<file path="config.mk">
export PLATFORM = sky130hd
export DESIGN_NAME = pipeline_sequencer
export DESIGN_NICKNAME = d
export VERILOG_FILES = /design/src/rtl/pipeline_sequencer_pkg.sv /design/src/rtl/pipeline_sequencer_perf.sv /design/src/rtl/pipeline_sequencer.sv
export SDC_FILE = /design/constraint.sdc
export NUM_CORES = 1
export LEC_CHECK = 0
export BUFFER_PORTS_ARGS = -buffer_cell sky130_fd_sc_hd__buf_4
export CORE_MARGIN = 4
export CORE_UTILIZATION = 40
export CTS_BUF_LIST = sky130_fd_sc_hd__clkbuf_8
export CTS_CLUSTER_SIZE = 24
export DETAILED_ROUTE_END_ITERATION = 8
export PLACE_DENSITY = 0.79
export SKIP_CTS_REPAIR_TIMING = 1
export SLEW_MARGIN = 25
export SYNTH_ARGS = -nofsm -noshare
export SYNTH_HDL_FRONTEND = slang
export SYNTH_SLANG_ARGS = --single-unit
</file>
<file path="constraint.sdc">
create_clock -name clk_i -period 1.6 [get_ports clk_i]
set_input_delay 0.16 -clock clk_i [delete_from_list [all_inputs] [get_ports clk_i]]
set_output_delay 0.16 -clock clk_i [all_outputs]
set_load 0.1 [all_outputs]
</file>
<file path="src/rtl/pipeline_sequencer_pkg.sv">
// Shared pipeline definitions: sequencer state encoding, bubble instruction,
// per-stage control bundle and the RUN-state priority helper.
package pipeline_defs;

  typedef enum logic [2:0] {
    ST_RST      = 3'd0,
    ST_RUN      = 3'd1,
    ST_MEM_WAIT = 3'd2,
    ST_HALTED   = 3'd3,
    ST_ERROR    = 3'd4
  } seq_state_e;

  // addi x0,x0,0 -- what a flushed IF/ID register holds
  localparam logic [31:0] NOP_INSTR = 32'h0000_0013;

  typedef struct packed {
    logic pc_en;
    logic if_id_en;
    logic if_id_flush;
    logic id_ex_en;
    logic id_ex_flush;
    logic ex_mem_en;
    logic mem_wb_en;
  } pipe_ctrl_t;

  // Redirect beats halt beats load-use stall; halt and stall both freeze the
  // front end and inject a bubble into ID/EX while the back end keeps moving.
  function automatic pipe_ctrl_t run_ctrl(input logic br, input logic halt, input logic stall);
    pipe_ctrl_t c;
    c             = '1;
    c.if_id_flush = 1'b0;
    c.id_ex_flush = 1'b0;
    if (br) begin
      c.if_id_flush = 1'b1;
      c.id_ex_flush = 1'b1;
    end else if (halt || stall) begin
      c.pc_en       = 1'b0;
      c.if_id_en    = 1'b0;
      c.id_ex_flush = 1'b1;
    end
    return c;
  endfunction

endpackage

</file>
<file path="src/rtl/pipeline_sequencer_perf.sv">
// Performance counters for the pipeline sequencer: total cycles, front-end
// stall cycles and applied redirects. All wrap modulo 2^CNT_W.
module pipeline_perf_counters
  import pipeline_defs::*;
#(
  parameter int CNT_W = 32
) (
  input  logic             i_clk,
  input  logic             i_rst,
  input  logic             i_stall_cyc,
  input  logic             i_flush_cyc,
  output logic [CNT_W-1:0] o_cycle_cnt,
  output logic [CNT_W-1:0] o_stall_cnt,
  output logic [CNT_W-1:0] o_flush_cnt
);

  logic [CNT_W-1:0] r_cycle_cnt;
  logic [CNT_W-1:0] r_stall_cnt;
  logic [CNT_W-1:0] r_flush_cnt;

  // count every clock out of reset, plus qualified stall/redirect cycles
  always_ff @(posedge i_clk or posedge i_rst) begin
    if (i_rst) begin
      r_cycle_cnt <= '0;
      r_stall_cnt <= '0;
      r_flush_cnt <= '0;
    end else begin
      r_cycle_cnt <= r_cycle_cnt + CNT_W'(1);
      if (i_stall_cyc) r_stall_cnt <= r_stall_cnt + CNT_W'(1);
      if (i_flush_cyc) r_flush_cnt <= r_flush_cnt + CNT_W'(1);
    end
  end

  assign o_cycle_cnt = r_cycle_cnt;
  assign o_stall_cnt = r_stall_cnt;
  assign o_flush_cnt = r_flush_cnt;

endmodule

</file>
<file path="src/rtl/pipeline_sequencer.sv">
// Pipeline-register sequencer for the 5-stage core. Combines load-use stall,
// EX redirect, data-memory handshake and halt/resume into per-stage
// enable/flush controls. Optional perf counters: PIPELINE_SEQ_PERF_CNT_EN.
module pipeline_sequencer
  import pipeline_defs::*;
#(
  parameter int MEM_TIMEOUT = 16,
  parameter int CNT_W       = 32
) (
  input  logic             clk_i,
  input  logic             rst_i,
  input  logic             stall_i,
  input  logic             br_taken_i,
  input  logic             dmem_req_i,
  input  logic             dmem_ack_i,
  input  logic             halt_i,
  input  logic             resume_i,
  output logic             pc_en_o,
  output logic             if_id_en_o,
  output logic             if_id_flush_o,
  output logic             id_ex_en_o,
  output logic             id_ex_flush_o,
  output logic             ex_mem_en_o,
  output logic             mem_wb_en_o,
  output logic             halted_o,
  output logic             err_o,
  output logic [CNT_W-1:0] cycle_cnt_o,
  output logic [CNT_W-1:0] stall_cnt_o,
  output logic [CNT_W-1:0] flush_cnt_o
);

  localparam int WCW = $clog2(MEM_TIMEOUT + 1);

  seq_state_e r_state, w_next_state;
  logic [WCW-1:0] r_wait_cnt, w_wait_nxt;
  pipe_ctrl_t w_ctrl;

  // state and memory-wait counter
  always_ff @(posedge clk_i or posedge rst_i) begin
    if (rst_i) begin
      r_state    <= ST_RST;
      r_wait_cnt <= '0;
    end else begin
      r_state    <= w_next_state;
      r_wait_cnt <= w_wait_nxt;
    end
  end

  // next state and per-stage controls
  always_comb begin
    w_next_state = r_state;
    w_wait_nxt   = r_wait_cnt;
    w_ctrl       = '0;
    case (r_state)
      ST_RST: begin
        w_ctrl.if_id_flush = 1'b1;
        w_ctrl.id_ex_flush = 1'b1;
        w_wait_nxt         = '0;
        w_next_state       = ST_RUN;
      end
      ST_RUN, ST_MEM_WAIT: begin
        if (r_state == ST_RUN && dmem_req_i && !dmem_ack_i) begin
          // whole pipe freezes; the request cycle counts as the first wait
          w_wait_nxt   = WCW'(1);
          w_next_state = ST_MEM_WAIT;
        end else if (r_state == ST_MEM_WAIT && !dmem_ack_i) begin
          if (r_wait_cnt == WCW'(MEM_TIMEOUT)) w_next_state = ST_ERROR;
          else                                 w_wait_nxt   = r_wait_cnt + WCW'(1);
        end else begin
          // normal flow, or the ack cycle releasing the held EX result
          w_ctrl       = run_ctrl(br_taken_i, halt_i, stall_i);
          w_wait_nxt   = '0;
          w_next_state = (halt_i && !br_taken_i) ? ST_HALTED : ST_RUN;
        end
      end
      ST_HALTED: begin
        w_ctrl.id_ex_en    = 1'b1;
        w_ctrl.id_ex_flush = 1'b1;
        w_ctrl.ex_mem_en   = 1'b1;
        w_ctrl.mem_wb_en   = 1'b1;
        if (resume_i) w_next_state = ST_RUN;
      end
      ST_ERROR: w_next_state = ST_ERROR;
      default:  w_next_state = ST_RST;
    endcase
  end

  assign pc_en_o       = w_ctrl.pc_en;
  assign if_id_en_o    = w_ctrl.if_id_en;
  assign if_id_flush_o = w_ctrl.if_id_flush;
  assign id_ex_en_o    = w_ctrl.id_ex_en;
  assign id_ex_flush_o = w_ctrl.id_ex_flush;
  assign ex_mem_en_o   = w_ctrl.ex_mem_en;
  assign mem_wb_en_o   = w_ctrl.mem_wb_en;
  assign halted_o      = (r_state == ST_HALTED);
  assign err_o         = (r_state == ST_ERROR);

`ifdef PIPELINE_SEQ_PERF_CNT_EN
  logic w_active, w_stall_cyc, w_flush_cyc;
  // only RUN/MEM_WAIT cycles are attributable to hazards or redirects
  assign w_active    = (r_state == ST_RUN) || (r_state == ST_MEM_WAIT);
  assign w_stall_cyc = w_active && !w_ctrl.pc_en;
  assign w_flush_cyc = w_active && w_ctrl.if_id_flush;

  pipeline_perf_counters #(.CNT_W(CNT_W)) u_perf (
    .i_clk       (clk_i),
    .i_rst       (rst_i),
    .i_stall_cyc (w_stall_cyc),
    .i_flush_cyc (w_flush_cyc),
    .o_cycle_cnt (cycle_cnt_o),
    .o_stall_cnt (stall_cnt_o),
    .o_flush_cnt (flush_cnt_o)
  );
`else
  assign cycle_cnt_o = '0;
  assign stall_cnt_o = '0;
  assign flush_cnt_o = '0;
`endif

endmodule
</file>
# Yosys cells after proc, flatten, opt, wreduce, memory -nomap -nowiden
# Cells that the tools add are included.
# Widths: inputs -> output; s select.
dict set report word_totals {
  ramBits 0
  memories 0
  latch_bits 0
  inputBits 8
  romBits 0
  out_inout_bits 105
  reg_bits 8
}
dict set report op_classes {
  muxes 22
  n_bitwise 0
  div_mod_pow 0
  mul 0
  magnitude_cmp 0
  n_eq_ne 8
  shift 0
  n_addsub 1
  n_reduce_logical 13
}
# operator count
set op_table {}
lappend op_table {{$mux 5} 3}
lappend op_table {{$mux 7} 2}
lappend op_table {{$mux 3} 4}
lappend op_table {{$pmux 3 s4} 1}
lappend op_table {{$pmux 5 s2} 1}
lappend op_table {{$mux 2} 4}
lappend op_table {{$ne 4x4->1 const B} 2}
lappend op_table {{$eq 3x2->1 const B} 2}
lappend op_table {{$pmux 1 s2} 3}
lappend op_table {{$add 5x1->5 const B} 1}
lappend op_table {{$eq 5x5->1 const B} 1}
lappend op_table {{$logic_and 1x1->1} 4}
lappend op_table {{$pmux 2 s2} 1}
lappend op_table {{$reduce_and 2->1} 2}
lappend op_table {{$reduce_or 2->1} 2}
lappend op_table {{$eq 3x1->1 const B} 1}
lappend op_table {{$eq 3x3->1 const B} 1}
lappend op_table {{$logic_not 3->1} 1}
lappend op_table {{$mux 1} 3}
lappend op_table {{$logic_not 1->1} 2}
lappend op_table {{$ne 2x2->1 const B} 1}
lappend op_table {{$reduce_bool 2->1} 1}
lappend op_table {{$logic_or 1x1->1} 1}

# Depth between registers and ports, before layout
dict set report depth {
  depth_word 6
  ltp_mapped 5
  depth_no_buf 5
}

# Worst setup path before layout
# Ideal clock, no wire load.
dict set report synth_path {
  path_type {register to output}
  startpoint {register r_state[0]}
  endpoint {output port id_ex_en_o}
  setup_slack_ns -2.283
  arrival_time_ns 3.723
  path_buffers 2
  path_stages_with_launch 6
  cell_sequence {dfrtp_1 > clkbuf_2 > nand3b_1 > a21boi_2 > o21ai_0 > buf_4}
}
dict set report synth_via {
  elab_chain_len 5
  elab_cells_between_ends 10
  classes_between {eq/ne (3); mux (3); reduce/logical (4)}
}
# element line_no
set synth_rtl {}
lappend synth_rtl {{start: declaration} pipeline_sequencer.sv:34} ;# seq_state_e r_state, w_next_state;
lappend synth_rtl {{start signal: assignment} pipeline_sequencer.sv:44} ;# r_state <= w_next_state;
lappend synth_rtl {{$eq 3x2->1 / $eq 3x1->1 (equally long branches)} {pipeline_sequencer.sv:54, pipeline_sequencer.sv:66, pipeline_sequencer.sv:62}}
lappend synth_rtl {{$logic_and 1x1->1, on equally long branches} {pipeline_sequencer.sv:66, pipeline_sequencer.sv:62}}
lappend synth_rtl {{$mux 7 / $logic_and 1x1->1 (equally long branches)} {pipeline_sequencer.sv:66, pipeline_sequencer.sv:62}}
lappend synth_rtl {{$mux 7} pipeline_sequencer.sv:62} ;# if (r_state == ST_RUN && dmem_req_i && !dmem_ack_i) begin
lappend synth_rtl {{$pmux 1 s2 *} pipeline_sequencer.sv:54} ;# case (r_state)
lappend synth_rtl {{end: declaration} pipeline_sequencer.sv:21} ;# output logic id_ex_en_o,
# Mark *: on every way between the ends. The rest lies on a longest branch, timed or not.

# Final worst setup path
dict set report layout_path {
  startpoint {register r_state[0]}
  endpoint {output port if_id_flush_o}
}
dict set report layout_via {
  elab_chain_len 5
  elab_cells_between_ends 10
  classes_between {eq/ne (2); mux (3); reduce/logical (5)}
}
# element line_no
set layout_rtl {}
lappend layout_rtl {{$eq 3x2->1 / $eq 3x1->1 (equally long branches)} {pipeline_sequencer.sv:54, pipeline_sequencer.sv:66, pipeline_sequencer.sv:62}}
lappend layout_rtl {{$logic_and 1x1->1, on equally long branches} {pipeline_sequencer.sv:66, pipeline_sequencer.sv:62}}
lappend layout_rtl {{$mux 7 / $logic_and 1x1->1 (equally long branches)} {pipeline_sequencer.sv:66, pipeline_sequencer.sv:62}}
lappend layout_rtl {{$mux 7} pipeline_sequencer.sv:62}
lappend layout_rtl {{$pmux 1 s2 *} pipeline_sequencer.sv:54}
lappend layout_rtl {{end: declaration} pipeline_sequencer.sv:20} ;# output logic if_id_flush_o,
# Marked as above.

==> results.txt <==
The maximum operating frequency was 590 MHz. For this run, the post-layout net count is 200. Area share of the largest cell type after synthesis: 0.544. The delay of the slowest cell on the worst path is 0.41 ns. The count of buffers inserted at the top-level ports was 16; the final design instance area without fill was 1440 um2. The tree is rooted in a clkbuf_8. In the layout the commonest cells are 96 x conb_1, 18 x buf_4, 7 x buf_12, 7 x dfrtp_1, 4 x inv_1. The flow ran to the end, but the final reports show violations.

The core region area was 3150 um2. The run gives 2390 um as the aggregate routed wire length. The placed wire-length estimate came out at 1900 um.

For the netlist area before placement, the log shows 1370 um2. Walking the worst path, the cells encountered are buf_4 > or3_1 > o31ai_4 > buf_12. The commonest non-fill, non-tap cell in the layout is conb_1. The number of antenna violations at the first check in global routing came out at 0. The tools report the number of fill cells as 328.

In this run the worst hold path is classified as primary input to register. Between clock sinks in the finished design, the worst skew comes to 0.000589 ns. The first global-routing pass estimated 3120 um of wire. For the level count of the clock H-tree, the log shows 1. For the share of the yosys chip area belonging to registers, the log shows 0.147.

The number of antenna diodes in the final layout is 0. Nature of the critical path startpoint: a register. The synthesized design contains 8 register bits. The overall track demand over capacity in global routing is 0.0911. The synthesized design spends more area on one cell type than any other, namely buf_4. The congestion estimate from routability-driven global placement came to 0.765.

I/O pin count: 113. The final reports fail on setup timing. For the starting density of the core, the log shows 0.433. The cell with the biggest individual delay on the critical path was dfrtp_1. The placement row count is 20, and the latest clock arrival within the worst-skew pair is 0.23 ns. The setup slack of the critical path after layout came out at -0.0962 ns. The clock passes through at most 2 buffers. The tree built by TritonCTS fans out to 8 sinks.

During synthesis, Yosys emitted a total of 0 warnings. The number of violations of the max-capacitance limit is 0, and the detail-routed via count per cell is 3.66. After synthesis, the cell types taking the most area are buf_4 54%, dfrtp_1 15%, a221oi_4 1.9%, ha_1 1.8%, nor4b_4 1.7%. The logs give 35 for the count of different cell masters after synthesis and 0 for the residual overflow from global routing. Summing all multi-input logic gate instances after layout gives 816 um2. STA puts the critical path data arrival time at 1.54 ns. Required time at the endpoint of the critical path: 1.44 ns. Setup violations remaining at the end of the flow were counted as 7. The layout cell share with drive strength beyond 1 came out at 0.239. Setup repair after global routing could not meet its margin everywhere. The detail route stage leaves a number of antenna-violating nets equal to 0. Each instance of the synthesized netlist takes up on average 8.32 um2. The endpoint type of the worst setup path is an output pin. Buffers inserted during clock tree synthesis total 3. Summing all flip-flop and latch instances after layout gives 201 um2. After the first detailed-routing iteration, the DRC count stood at 20.

After clock tree synthesis, the clock-pin slew on the worst setup and hold paths is 0.04 ns. TritonCTS built the clock tree. For this block, the via count after detailed routing is 850.

The number of pins exceeding their max-slew limit in the final report was 0; the total DRC errors in the routed layout was 0. For the finished layout, the period the worst path requires is 1.70 ns. The area growth from synthesis to layout is 5.50%. The overall die height works out to 66.4 um.

The routed length per instance works out to 10.3 um. In this run the worst path has a maximum fanout of 6. The startpoint-to-endpoint class of the critical path is register to output pin. The iteration count of the initial detailed-routing pass was 4; the total count of hold-check failures in the final report was 0. In this run the horizontal extent of the chip is 66.4 um. Counting every instance in the synthesized netlist gives 164. Via count of the first global-routing pass: 713. Entering global routing, the biggest net connects 10 pins.

The post-route clock period utilization works out to 1.06. The overall die area is 4410 um2, and the cell area after placement is 1260 um2. For the final total negative setup slack, the log shows -0.479 ns.
==> critical path: cells and delay by family (launching register included) <==
kind | cells | cell delay [ns]
AOI/OAI and AO/OA | 1 | 0.09
and+or+nand+nor | 1 | 0.40
buffers and inverters | 2 | 0.40
DFF | 1 | 0.41
==> stage by stage <==
stage | setup slack [ns] | hold slack (ns) | cells | utilization
3_3_place_gp | 0.0600 | 0.132 | 224 | 0.400
6_report | -0.0962 | 0.272 | 232 | 0.457
5_1_grt | -0.139 | 0.281 | 232 | 0.457
3_5_place_dp | 0.0490 | 0.126 | 224 | 0.400
4_1_cts | -0.191 | -0.116 | 227 | 0.413
2_1_floorplan | -0.557 | -0.0243 | 259 | -
==> registers in the layout, indices dropped and copies added, names as in the netlist <==
| register | flops |
|---|---|
| r_state | 3 |
| r_wait_cnt | 5 |
==> Yosys cell counts <==
cell type	count
o21bai_1	1
and2b_2	2
and4bb_4	1
or3_1	2
o31ai_1	2
nor3_1	2
a211o_1	1
a41oi_1	2
a21oi_1	1
nor4b_4	1
nand2_1	3
a2bb2oi_1	1
nor3b_1	1
conb_1	1
a32o_1	1
a31oi_1	2
buf_2	2
clkbuf_2	1
dfrtp_1	8
nand2b_1	3
nand3b_1	2
nor2b_1	3
ha_1	2
buf_4	99
o21ai_0	2
a21boi_2	1
a21o_1	1
a221oi_4	1
inv_1	5
mux2i_1	2
or3b_1	1
nand3_1	2
a21o_2	1
nor2_1	3
o2bb2ai_1	1
==> final cells by class <==
| type | instances | area share |
|---|---|---|
| Clock buffer | 3 | 0.0287 |
| Inverter | 5 | 0.0130 |
| Multi-Input combinational cell | 144 | 0.566 |
| Sequential cell | 8 | 0.140 |
| Tap cell | 44 | 0.0382 |
| Timing Repair Buffer | 28 | 0.214 |
==> path summary, 6_finish.rpt <==
path	depth (start not counted)	start	endpoint	slack (ns)
min in group asynchronous	3	rst_i	r_wait_cnt[3]	0.42
worst min register to register	1	r_wait_cnt[4]	r_wait_cnt[4]	0.49
worst max-delay path	4	r_state[0]	if_id_flush_o	-0.1
max in group asynchronous	3	rst_i	r_state[2]	0.93
worst min-delay path	3	halt_i	r_state[1]	0.27
worst max register to register	5	r_wait_cnt[0]	r_wait_cnt[0]	0.11
==> cells by family after synthesis <==
family          count (synthesis)  share of synthesized area
flops                           8                      0.147
simple gates                   26                      0.133
compound gates                 18                      0.115
mux                             2                     0.0147
fa+ha+maj                       2                     0.0183
buf+inv                       107                      0.569
other cells                     1                    0.00275
==> per-layer routing <==
layer / vias to the layer above / share of wire / routed length (um) / track usage
li1: 391 / - / - / -
met1: 388 / 0.33 / 796 / 0.108
met2: 67 / 0.53 / 1270 / 0.152
met3: 4 / 0.12 / 288 / 0.0187
met4: 0 / 0.014 / 34 / 0.0482
met5: - / 0 / 0 / 0
Power is not shown: default switching activity piles up to over one toggle a cycle in this logic, so the estimate is an artifact.
